[src/rtl/fast_ctrl_sequencer.sv]
// Fast-control sequencer for the ngCCM emulator: BX orbit counter, WTE / QIE-reset pulses, orbit lock, stretched reset.
// Optional macro FCS_ORBIT_MON_EN enables the saturating orbit error counter.
module fast_ctrl_sequencer #(
    parameter int N_CH      = 4,
    parameter int ORBIT_LEN = 3564,
    parameter int CNT_W     = 12,
    parameter int WTE_BX    = 3500,
    parameter int QRST_BX   = 3563,
    parameter int RST_LEN   = 40
) (
    input  logic             clk_in,
    input  logic             reset_in,
    input  logic             mode_sel,
    input  logic             wte_in_n,
    input  logic             qie_reset_in_n,
    input  logic             reset_switch,
    input  logic [N_CH-1:0]  ch_enable,
    output logic [N_CH-1:0]  wte_out,
    output logic [N_CH-1:0]  qie_reset_out,
    output logic             reset_out,
    output logic [CNT_W-1:0] bx_count,
    output logic             orbit_lock,
    output logic [7:0]       orbit_err_cnt
);

    typedef enum logic [1:0] {
        S_INT   = 2'd0,
        S_ACQ   = 2'd1,
        S_TRACK = 2'd2,
        S_LOCK  = 2'd3
    } state_t;

    localparam int RC_W = (RST_LEN > 1) ? $clog2(RST_LEN) : 1;
    localparam logic [CNT_W-1:0] L_LAST  = CNT_W'(ORBIT_LEN - 1);
    localparam logic [CNT_W-1:0] L_WTE   = CNT_W'(WTE_BX);
    localparam logic [CNT_W-1:0] L_QRST  = CNT_W'(QRST_BX);
    localparam logic [RC_W-1:0]  L_RLOAD = RC_W'(RST_LEN - 1);

    // bit0/bit1 are the synchroniser, bit2 is the edge-detect history
    logic [2:0]      r_wte_sync;
    logic [2:0]      r_qrst_sync;
    logic [2:0]      r_rsw_sync;
    logic [2:0]      r_mode_sync;
    state_t          r_state;
    logic [CNT_W-1:0] r_bx;
    logic [RC_W-1:0] r_rst_cnt;
    logic            r_reset_out;
    logic            r_lock;
    logic [N_CH-1:0] r_wte_out;
    logic [N_CH-1:0] r_qrst_out;

    logic w_mode_int;
    logic w_mode_chg;
    logic w_ext_wte;
    logic w_ext_qrst;
    logic w_rsw_rise;
    logic w_bx_last;
    logic w_wte_pulse;
    logic w_qrst_pulse;

    assign w_mode_int   = r_mode_sync[1];
    assign w_mode_chg   = r_mode_sync[1] ^ r_mode_sync[2];
    assign w_ext_wte    = r_wte_sync[2] & ~r_wte_sync[1];
    assign w_ext_qrst   = r_qrst_sync[2] & ~r_qrst_sync[1] & ~w_mode_int & ~w_mode_chg;
    assign w_rsw_rise   = r_rsw_sync[1] & ~r_rsw_sync[2];
    assign w_bx_last    = (r_bx == L_LAST);
    assign w_wte_pulse  = ~w_mode_chg & (w_mode_int ? (r_bx == L_WTE)  : w_ext_wte);
    assign w_qrst_pulse = ~w_mode_chg & (w_mode_int ? (r_bx == L_QRST) : w_ext_qrst);

    // Input synchronisers with edge history
    always_ff @(posedge clk_in or posedge reset_in) begin
        if (reset_in) begin
            r_wte_sync  <= 3'b111;
            r_qrst_sync <= 3'b111;
            r_rsw_sync  <= 3'b000;
            r_mode_sync <= 3'b000;
        end else begin
            r_wte_sync  <= {r_wte_sync[1:0], wte_in_n};
            r_qrst_sync <= {r_qrst_sync[1:0], qie_reset_in_n};
            r_rsw_sync  <= {r_rsw_sync[1:0], reset_switch};
            r_mode_sync <= {r_mode_sync[1:0], mode_sel};
        end
    end

    // Per-channel gated pulse outputs
    always_ff @(posedge clk_in or posedge reset_in) begin
        if (reset_in) begin
            r_wte_out  <= {N_CH{1'b0}};
            r_qrst_out <= {N_CH{1'b0}};
        end else begin
            r_wte_out  <= {N_CH{w_wte_pulse}} & ch_enable;
            r_qrst_out <= {N_CH{w_qrst_pulse}} & ch_enable;
        end
    end

    // BX counter; an external QIE reset realigns it to zero
    always_ff @(posedge clk_in or posedge reset_in) begin
        if (reset_in) begin
            r_bx <= {CNT_W{1'b0}};
        end else if (w_mode_chg || w_ext_qrst || w_bx_last) begin
            r_bx <= {CNT_W{1'b0}};
        end else begin
            r_bx <= r_bx + CNT_W'(1);
        end
    end

    // Orbit tracking FSM with registered lock flag
    always_ff @(posedge clk_in or posedge reset_in) begin
        if (reset_in) begin
            r_state <= S_ACQ;
            r_lock  <= 1'b0;
        end else if (w_mode_chg) begin
            r_state <= w_mode_int ? S_INT : S_ACQ;
            r_lock  <= w_mode_int;
        end else begin
            case (r_state)
                S_INT: begin
                    r_state <= S_INT;
                    r_lock  <= 1'b1;
                end
                S_ACQ: begin
                    r_state <= w_ext_qrst ? S_TRACK : S_ACQ;
                    r_lock  <= 1'b0;
                end
                S_TRACK, S_LOCK: begin
                    if (w_ext_qrst && w_bx_last) begin
                        r_state <= S_LOCK;
                        r_lock  <= 1'b1;
                    end else if (w_ext_qrst) begin
                        r_state <= S_TRACK;
                        r_lock  <= 1'b0;
                    end else if (w_bx_last) begin
                        r_state <= S_ACQ;
                        r_lock  <= 1'b0;
                    end else begin
                        r_state <= r_state;
                        r_lock  <= (r_state == S_LOCK);
                    end
                end
                default: begin
                    r_state <= S_ACQ;
                    r_lock  <= 1'b0;
                end
            endcase
        end
    end

    // Reset stretcher; a new request reloads the full length
    always_ff @(posedge clk_in or posedge reset_in) begin
        if (reset_in) begin
            r_rst_cnt   <= {RC_W{1'b0}};
            r_reset_out <= 1'b0;
        end else if (w_rsw_rise) begin
            r_rst_cnt   <= L_RLOAD;
            r_reset_out <= 1'b1;
        end else if (r_rst_cnt != {RC_W{1'b0}}) begin
            r_rst_cnt   <= r_rst_cnt - RC_W'(1);
            r_reset_out <= 1'b1;
        end else begin
            r_rst_cnt   <= {RC_W{1'b0}};
            r_reset_out <= 1'b0;
        end
    end

`ifdef FCS_ORBIT_MON_EN
    logic       w_err;
    logic [7:0] r_err_cnt;

    // misaligned and missing QIE resets are exactly the cases where qrst and wrap disagree
    assign w_err = ~w_mode_chg & ~w_mode_int & ((r_state == S_TRACK) | (r_state == S_LOCK))
                 & (w_ext_qrst ^ w_bx_last);

    // Saturating orbit error counter
    always_ff @(posedge clk_in or posedge reset_in) begin
        if (reset_in) begin
            r_err_cnt <= 8'd0;
        end else if (w_mode_chg) begin
            r_err_cnt <= 8'd0;
        end else if (w_err && (r_err_cnt != 8'hFF)) begin
            r_err_cnt <= r_err_cnt + 8'd1;
        end else begin
            r_err_cnt <= r_err_cnt;
        end
    end

    assign orbit_err_cnt = r_err_cnt;
`else
    assign orbit_err_cnt = 8'd0;
`endif

    assign wte_out       = r_wte_out;
    assign qie_reset_out = r_qrst_out;
    assign reset_out     = r_reset_out;
    assign bx_count      = r_bx;
    assign orbit_lock    = r_lock;

endmodule
[config.mk]
export PLATFORM = sky130hd
export DESIGN_NAME = fast_ctrl_sequencer
export DESIGN_NICKNAME = d
export VERILOG_FILES = /design/src/rtl/fast_ctrl_sequencer.sv
export SDC_FILE = /design/constraint.sdc
export NUM_CORES = 1
export LEC_CHECK = 0
export ABC_AREA = 1
export CORE_MARGIN = 2
export CORE_UTILIZATION = 49
export DETAILED_ROUTE_END_ITERATION = 16
export GPL_ROUTABILITY_DRIVEN = 0
export MAX_ROUTING_LAYER = met4
export PLACE_DENSITY = 0.78
export REMOVE_ABC_BUFFERS = 1
export SLEW_MARGIN = 15
export SYNTH_ARGS = -nofsm -noshare
export SYNTH_HDL_FRONTEND = slang
export SYNTH_SLANG_ARGS = --single-unit
[constraint.sdc]
create_clock -name clk_in -period 2 [get_ports clk_in]
set_input_delay 0.6 -clock clk_in [delete_from_list [all_inputs] [get_ports clk_in]]
set_output_delay 0.6 -clock clk_in [all_outputs]
set_load 0.005 [all_outputs]
==> Word level (Yosys, flattened, before mapping) <==
Cells that the tools add are included.
{ "word_totals": {"ff_bits": 42, "elab_cells": 59} }
{ "classes": {"add_sub_neg": 2, "n_eq_ne": 6, "n_mux": 19, "bitwise_logic": 15, "n_reduce_logical": 6} }
{ "ops": {"columns": ["operator", "count"], "rows": [
  ["equality test 12 bit (second input constant)", 2],
  ["adder 12 x 1 -> 12 bit (second input constant)", 1],
  ["two-way mux 12 bit", 1],
  ["two-way mux 6 bit", 2],
  ["two-way mux 2 bit", 5],
  ["two-way mux 1 bit", 9],
  ["bitwise AND 4 bit", 2],
  ["bitwise AND 1 bit", 7],
  ["case mux 2 bit (3 select lines)", 1],
  ["nonzero test 6 bit", 1],
  ["subtractor 6 x 1 -> 6 bit (second input constant)", 1],
  ["inequality test 5 bit (second input constant)", 1],
  ["NOT 1 bit", 5],
  ["equality test 2 bit (second input constant)", 2],
  ["case mux 1 bit (3 select lines)", 1],
  ["equality test 2 x 1 -> 1 bit (second input constant)", 1],
  ["logical NOT 2 bit", 1],
  ["logical OR 1 bit", 2],
  ["OR reduction 2 bit", 1],
  ["logical AND 1 bit", 1],
  ["bitwise XOR 1 bit", 1]
]} }

==> Logic depth before layout (Yosys ltp) <==
Gate-level depths: netlist of the first run.
{ "depth": {"ltp_word": 8, "mapped_depth": 9} }

==> Worst setup path after synthesis of the first run <==
Ideal clock, no wire load.
{ "synth_timing": {"path_type": "reg-to-reg", "from": "reg r_bx[0] (netlist: bx_count[0])", "to": "reg r_bx[10] (netlist: bx_count[10])", "setup_time_ps": 119, "arrival_ps": 1208, "required_ps": 1881, "setup_slack_ps": 673, "stages_incl_launch_ff": 9, "period_less_slack_ps": 1327, "cell_sequence": "dfrtp_1 -> ha_1 -> nand2_1 -> nor2_2 -> nand2_1 -> nor2_1 -> nand2_1 -> xor2_1 -> nor2_1"} }
{ "synth_between": {"elab_chain_cells": 3, "word_cells_on_any_way": 4, "classes_between": "add/sub (1); eq/ne (1); mux (1); reduce/logical (1)"} }
{ "synth_lines": {"columns": ["element", "line_no", "source"], "rows": [
  ["start: declaration", "45", "logic [CNT_W-1:0] r_bx;"],
  ["start signal: assignment", "99", "r_bx <= {CNT_W{1'b0}};"],
  ["start signal: assignment", "101", "r_bx <= {CNT_W{1'b0}};"],
  ["start signal: assignment", "103", "r_bx <= r_bx + CNT_W'(1);"],
  ["branches (longest 2 deep; another with adder 12 x 1 -> 12 bit)", null, null],
  ["two-way mux 12 bit *", "100", "end else if (w_mode_chg || w_ext_qrst || w_bx_last) begin"]
]} }
Mark *: on every way between the ends.
A chain may end at the register's enable or synchronous reset.

==> Final worst setup path of the first run <==
{ "layout_timing": {"from": "reg r_bx[7] (netlist: bx_count[7])", "to": "out bx_count[7]"} }
{ "layout_lines": {"columns": ["element", "line_no", "source"], "rows": [
  ["end: declaration", "21", "output logic [CNT_W-1:0] bx_count,"]
]} }
No word-level cell between the ends.

==> impl_metrics.sql, run 1 <==
INSERT INTO impl_metrics (metric_group, metric, value, unit) VALUES
('synth', 'synth_area_per_cell', '9.50', 'sq um'),
('outcome', 'outcome', 'completed', ''),
('worst_setup_path', 'worst-r2r-cell-count', '9', ''),
('global_routing', 'grt-ovfl-total', '0', ''),
('synth', 'edff_count_synth', '0', ''),
('sta', 'final-max-slew-violation-count', '0', ''),
('global_routing', 'grt_antenna_before_repair', '0', ''),
('clocking', 'cts.clk_slew.worst_paths', '0.12', 'ns'),
('placement', 'detailed_place_hpwl', '2150', 'um'),
('global_routing', 'grt_usage', '16.3', '%'),
('worst_setup_path', 'worst-endpoint-arrival', '1.34', 'ns'),
('sta', 'fin_crit', '1.94', 'ns'),
('synth', 'syn-cell-area', '1800', 'sq um'),
('hold_path', 'hp-class', 'register to register', ''),
('worst_setup_path', 'crit_buf_inv', '1', ''),
('worst_setup_path', 'worst-r2r-setup-slack', '0.41', 'ns'),
('hold_path', 'min_delay_path_depth', '0', ''),
('routing', 'via_count', '1274', ''),
('clocking', 'cts-buffers-inserted', '5', ''),
('power', 'worst_ir_drop_vdd', '491', 'uV'),
('sta', 'worst_hold_slack', '0.358', 'ns'),
('clocking', 'htree_levels', '2', ''),
('synth', 'ys.flop_type', 'sky130_fd_sc_hd__dfrtp_1', ''),
('worst_setup_path', 'timing.rr.start', 'bx_count[0]', ''),
('worst_setup_path', 'critPathTopFamily', 'buffers and inverters', ''),
('placement', 'port_buffers', '31', ''),
('routing', 'drc', '0', ''),
('synth', 'async_reset_ff_share', '100', '%'),
('hold_path', 'min_to', 'r_wte_sync[2]', ''),
('clocking', 'cts_tree', 'built', ''),
('global_routing', 'maximum_number_of_pins_on_one_net_before_global_route_repair', '43', ''),
('worst_setup_path', 'cp.required', '1.40', 'ns'),
('clocking', 'clk_latency', '0.35', 'ns'),
('sta', 'timing.final.crit_share', '96.9', '%'),
('routing', 'dr.pass1.iters', '4', ''),
('cells_and_area', 'area_growth', '24.0', '%'),
('synth', 'synth_sequential_area_ratio', '59.0', '%'),
('routing', 'drt_total_wl', '2980', 'um'),
('cells_and_area', 'antenna_cells_inserted', '0', ''),
('floorplan', 'num_rows', '21', ''),
('cells_and_area', 'most-common-layout-cells', 'sky130_fd_sc_hd__dfrtp_1, sky130_fd_sc_hd__nand2_1, sky130_fd_sc_hd__clkdlybuf4s50_1', ''),
('floorplan', 'effective_utilization_at_floorplan', '52.6', '%'),
('clocking', 'cts.sink_count', '42', ''),
('placement', 'place_worst_setup_slack', '0.400', 'ns'),
('sta', 'fmax', '0.516', 'GHz'),
('synth', 'synth_warnings', '0', ''),
('sta', 'final_count_of_hold_timing_violations', '0', ''),
('clocking', 'max-clock-path-buffers', '2', ''),
('clocking', 'cts_post_setup_buffers_inserted', '0', ''),
('worst_setup_path', 'critical_path_fanout_max', '6', ''),
('worst_setup_path', 'crit_path_start_kind', 'register', ''),
('synth', 'synth_cell_type_count', '23', ''),
('worst_setup_path', 'critical-path-max-stage-delay', '0.54', 'ns'),
('power', 'power.leakage', '0.00105', 'uW'),
('cells_and_area', 'nNetsFinal', '241', ''),
('routing', 'dr.first_iter.drc_count', '20', ''),
('global_routing', 'vias_in_the_first_global_route', '1183', ''),
('placement', 'placed_area', '2150', 'sq um'),
('run', 'cap_viol_max_count', '0', ''),
('worst_setup_path', 'path_cells', 'clkdlybuf4s50_1', ''),
('routing', 'post_drt_wl_per_cell', '10.9', 'um'),
('worst_setup_path', 'setup.worst_path.end_class', 'output pin', ''),
('sta', 'setup_repair_after_global_routing_missed_its_margin', 'false', ''),
('floorplan', 'die_w', '64.5', 'um'),
('power', 'powerDensity', '798', 'nW/um^2'),
('worst_setup_path', 'worst_r2r_endpoint', 'r_state[0]', ''),
('floorplan', 'fp.dieArea', '4160', 'sq um'),
('routing', 'antenna_left', '0', ''),
('cells_and_area', 'layout.cells.most_common', 'sky130_fd_sc_hd__dfrtp_1', ''),
('sta', 'setup_slack', '0.0624', 'ns'),
('worst_setup_path', 'criticalPathCategory', 'register to output pin', '');
==> layout make-up <==
type | count | area [sq um]
Clock buffer | 7 | 45.0
Clock inverter | 1 | 30.0
Fill cell | 285 | 1190
Inverter | 27 | 101
Multi-Input combinational cell | 119 | 601
Sequential cell | 42 | 1060
Tap cell | 46 | 57.6
Timing Repair Buffer | 32 | 330
==> flip-flops by register name (all words and copies together), names as in the netlist <==
register,cells
bx_count,12
r_rst_cnt,6
qie_reset_out,4
wte_out,4
r_mode_sync,3
r_qrst_sync,3
r_rsw_sync,3
r_wte_sync,3
r_state,2
orbit_lock,1
reset_out,1
==> kinds of logic after synthesis <==
group                      synth area share (%)
xor gates and xnor gates                   4.39
adders and majority gates                  2.79
AOI/OAI and AO/OA                          5.02
and+or+nand+nor                            19.6
DFF                                        59.0
buffers and inverters                      8.99
other                                     0.209
==> power by group <==
group	switching (uW)	leakage, uW	internal [uW]
logic	130	0.000489	125
registers	61.8	0.000520	938
clock network	257	0.0000395	265
==> per-stage QoR <==
stage	util [%]	total power (uW)	std cells
CTS	65.1	1790	274
floorplan	-	1170	188
global placement	62.9	1260	266
global route	65.2	1870	274
detailed placement	62.9	1270	266
finish	65.2	1780	274
==> per-layer routing <==
metal | global-route usage (%) | vias to the layer above | wire (um) | part of all wire, %
li1 | - | 645 | - | -
met2 | 26.7 | 43 | 1370 | 46
met1 | 19.0 | 577 | 1360 | 46
met5 | - | - | 0 | 0
met3 | 3.13 | 9 | 159 | 5.3
met4 | 8.78 | 0 | 84 | 2.8
==> what timing repair did <==
| action | 4_1_cts | 5_1_grt |
|---|---|---|
| setup endpoints to repair | 0 | 1 |
| hold buffers | 0 | 0 |
| endpoints found under the hold margin | 0 | 0 |
| resized for setup | 0 | 1 |
==> synthesized netlist by cell type (3+ instances only) <==
master | n | area (sq um)
sky130_fd_sc_hd__o21ai_0 | 6 | 30.0
sky130_fd_sc_hd__nor2_1 | 29 | 109
sky130_fd_sc_hd__nand3_1 | 6 | 30.0
sky130_fd_sc_hd__dfstp_2 | 7 | 184
sky130_fd_sc_hd__a21oi_1 | 11 | 55.1
sky130_fd_sc_hd__xor2_1 | 8 | 70.1
sky130_fd_sc_hd__nand2_1 | 32 | 120
sky130_fd_sc_hd__ha_1 | 4 | 50.1
sky130_fd_sc_hd__inv_1 | 26 | 97.6
sky130_fd_sc_hd__nor3_1 | 3 | 15.0
sky130_fd_sc_hd__dfrtp_1 | 35 | 876
sky130_fd_sc_hd__buf_4 | 8 | 60.1
==> worst max-delay path by stage <==
stage,slack (ns),end,cells past startpoint,start
6_report,0.06,bx_count[7],1,bx_count[7]
5_1_grt,0.02,bx_count[7],1,bx_count[7]
4_1_cts,0.0002,bx_count[2],1,bx_count[2]
3_5_place_dp,0.40,bx_count[2],1,bx_count[2]
3_3_place_gp,0.44,bx_count[2],1,bx_count[2]
2_1_floorplan,0.44,bx_count[0],1,reset_in
Power figures use the tool's default switching activity.
==> run 2, diff against run 1 <==
- HOLD_SLACK_MARGIN: default -> 0.02
- MAX_ROUTING_LAYER: met4 -> default
==> impl_metrics.sql, run 2 (synthesis gave the netlist of run 1 again) <==
INSERT INTO impl_metrics (metric_group, metric, value, unit) VALUES
('outcome', 'outcome', 'completed', ''),
('clocking', 'cts_root_buffer', 'sky130_fd_sc_hd__clkbuf_4', ''),
('cells_and_area', 'nNetsFinal', '241', ''),
('worst_setup_path', 'worst-r2r-setup-slack', '0.41', 'ns'),
('sta', 'setup-tns-final', '0', 'ns'),
('cells_and_area', 'layout.cells.most_common', 'sky130_fd_sc_hd__dfrtp_1', ''),
('sta', 'setup_repair_after_global_routing_missed_its_margin', 'false', ''),
('clocking', 'clk_latency', '0.35', 'ns'),
('routing', 'detail_routed_via_count_per_cell', '4.60', ''),
('global_routing', 'vias_in_the_first_global_route', '1182', ''),
('floorplan', 'die_height', '64.5', 'um'),
('hold_path', 'timing.hold.worst.start', 'r_wte_sync[1]', ''),
('hold_path', 'hp-class', 'register to register', ''),
('clocking', 'htree_levels', '2', ''),
('worst_setup_path', 'path_cells', 'clkdlybuf4s50_1', ''),
('placement', 'port_buffers', '31', ''),
('sta', 'final_count_of_hold_timing_violations', '0', ''),
('routing', 'via_count', '1260', ''),
('routing', 'drc', '0', ''),
('floorplan', 'io_pins', '40', ''),
('power', 'powerDensity', '798', 'nW/um^2'),
('cells_and_area', 'post_route_cells_drive_above_1_share', '9.21', '%'),
('worst_setup_path', 'timing.critical_path.from', 'bx_count[7]', ''),
('sta', 'fmax', '0.516', 'GHz'),
('cells_and_area', 'final_core_utilization', '65.2', '%'),
('clocking', 'post_cts_resize_count', '0', ''),
('floorplan', 'num_rows', '21', ''),
('routing', 'dr.pass1.iters', '4', ''),
('worst_setup_path', 'critical_path.slowest_cell', 'sky130_fd_sc_hd__clkdlybuf4s50_1', ''),
('cells_and_area', 'largest_register_ffs', '12', ''),
('clocking', 'cts.sink_count', '42', ''),
('clocking', 'cts_post_setup_buffers_inserted', '0', ''),
('clocking', 'max-clock-path-buffers', '2', ''),
('worst_setup_path', 'critPathTopFamily', 'buffers and inverters', ''),
('worst_setup_path', 'timing.rr.start', 'bx_count[0]', ''),
('floorplan', 'effective_utilization_at_floorplan', '52.6', '%'),
('placement', 'detailed_place_hpwl', '2150', 'um'),
('power', 'power.leakage', '0.00105', 'uW'),
('sta', 'final-max-slew-violation-count', '0', ''),
('floorplan', 'floorplan.core_area', '3420', 'sq um'),
('global_routing', 'maximum_number_of_pins_on_one_net_before_global_route_repair', '43', ''),
('routing', 'post_drt_wl_per_cell', '10.8', 'um'),
('sta', 'finalClockSkew', '0.00997', 'ns'),
('global_routing', 'grt-ovfl-total', '0', ''),
('global_routing', 'grt_antenna_before_repair', '0', ''),
('routing', 'dr.first_iter.drc_count', '19', ''),
('routing', 'antenna_left', '0', ''),
('worst_setup_path', 'worst-endpoint-arrival', '1.34', 'ns'),
('global_routing', 'grt_pass1_wl', '5000', 'um'),
('clocking', 'cts_tree', 'built', ''),
('sta', 'fin_crit', '1.94', 'ns'),
('worst_setup_path', 'critical_path_fanout_max', '6', ''),
('run', 'cap_viol_max_count', '0', ''),
('clocking', 'cts_hold_repair.buffers', '0', ''),
('worst_setup_path', 'cp.required', '1.40', 'ns'),
('sta', 'timing.final.crit_share', '96.8', '%'),
('floorplan', 'die_w', '64.5', 'um'),
('floorplan', 'fp.dieArea', '4160', 'sq um'),
('power', 'worst_ir_drop_vdd', '491', 'uV'),
('cells_and_area', 'area_growth', '24.0', '%'),
('routing', 'drt_total_wl', '2970', 'um'),
('sta', 'timing.final.setup_violations', '0', ''),
('global_routing', 'grt_usage', '15.8', '%'),
('worst_setup_path', 'crit_path_start_kind', 'register', ''),
('clocking', 'cts.clk_slew.worst_paths', '0.12', 'ns'),
('worst_setup_path', 'setup.worst_path.end_class', 'output pin', ''),
('worst_setup_path', 'critical-path-max-stage-delay', '0.54', 'ns'),
('worst_setup_path', 'criticalPathCategory', 'register to output pin', ''),
('clocking', 'cts-buffers-inserted', '5', ''),
('cells_and_area', 'most-common-layout-cells', 'sky130_fd_sc_hd__dfrtp_1, sky130_fd_sc_hd__nand2_1, sky130_fd_sc_hd__clkdlybuf4s50_1', ''),
('cells_and_area', 'antenna_cells_inserted', '0', ''),
('worst_setup_path', 'crit_buf_inv', '1', '');
-- run 2: cell counts in the layout (fill, tap and decap cells not counted) --
Identical to the previous run, type by type.
-- run 2: final timing paths --
check                                 end  depth (start not counted)
max                           bx_count[7]                          1
min                         r_wte_sync[2]                          0
max reg2reg                    r_state[0]                          9
min reg2reg                 r_wte_sync[2]                          0
max in group asynchronous  r_qrst_sync[2]                          3
min in group asynchronous   r_rsw_sync[1]                          3
-- run 2: area by class of cell --
type                       instances  area [sq um]
clock buffer                       7          45.0
clock inverter                     1          30.0
fill                             285          1190
inverter                          27           101
multi-input combinational        119           601
sequential                        42          1060
tap                               46          57.6
timing repair buffer              32           330
-- run 2: power breakdown --
part / total, uW / internal, uW / switching (uW) / leakage, uW
Combinational: 255 / 125 / 130 / 0.000489
Clock: 522 / 265 / 256 / 0.0000395
Sequential: 1000 / 938 / 61.8 / 0.000520
Total: 1780 / 1330 / 448 / 0.00105
-- run 2: metal layers --
metal  track usage, %  share of wire (%)  vias to the layer above
met5                0                  0                        -
met4             8.78                2.5                        0
met3             3.30                4.7                        7
met2             26.7                 46                       33
met1             18.9                 46                      575
li1                 -                  -                      645
-- run 2: metrics by stage --
stage          setup slack (ns)  hold WS [ns]  power (uW)  cell area [sq um]  instances
6_report                 0.0636         0.358        1780               2230        274
5_1_grt                  0.0222         0.361        1870               2230        274
4_1_cts                0.000226         0.364        1790               2220        274
3_5_place_dp              0.400         0.338        1270               2150        266
3_3_place_gp              0.438         0.335        1260               2150        266
2_1_floorplan             0.437         0.331        1170               1760        188
==> run 3, diff against run 2 <==
- ABC_CLOCK_PERIOD_IN_PS: default -> 2000
- CTS_CLUSTER_DIAMETER: default -> 40
==> results of run 3 <==
The final DEF is identical to that of run 2; final timing and power are the same.
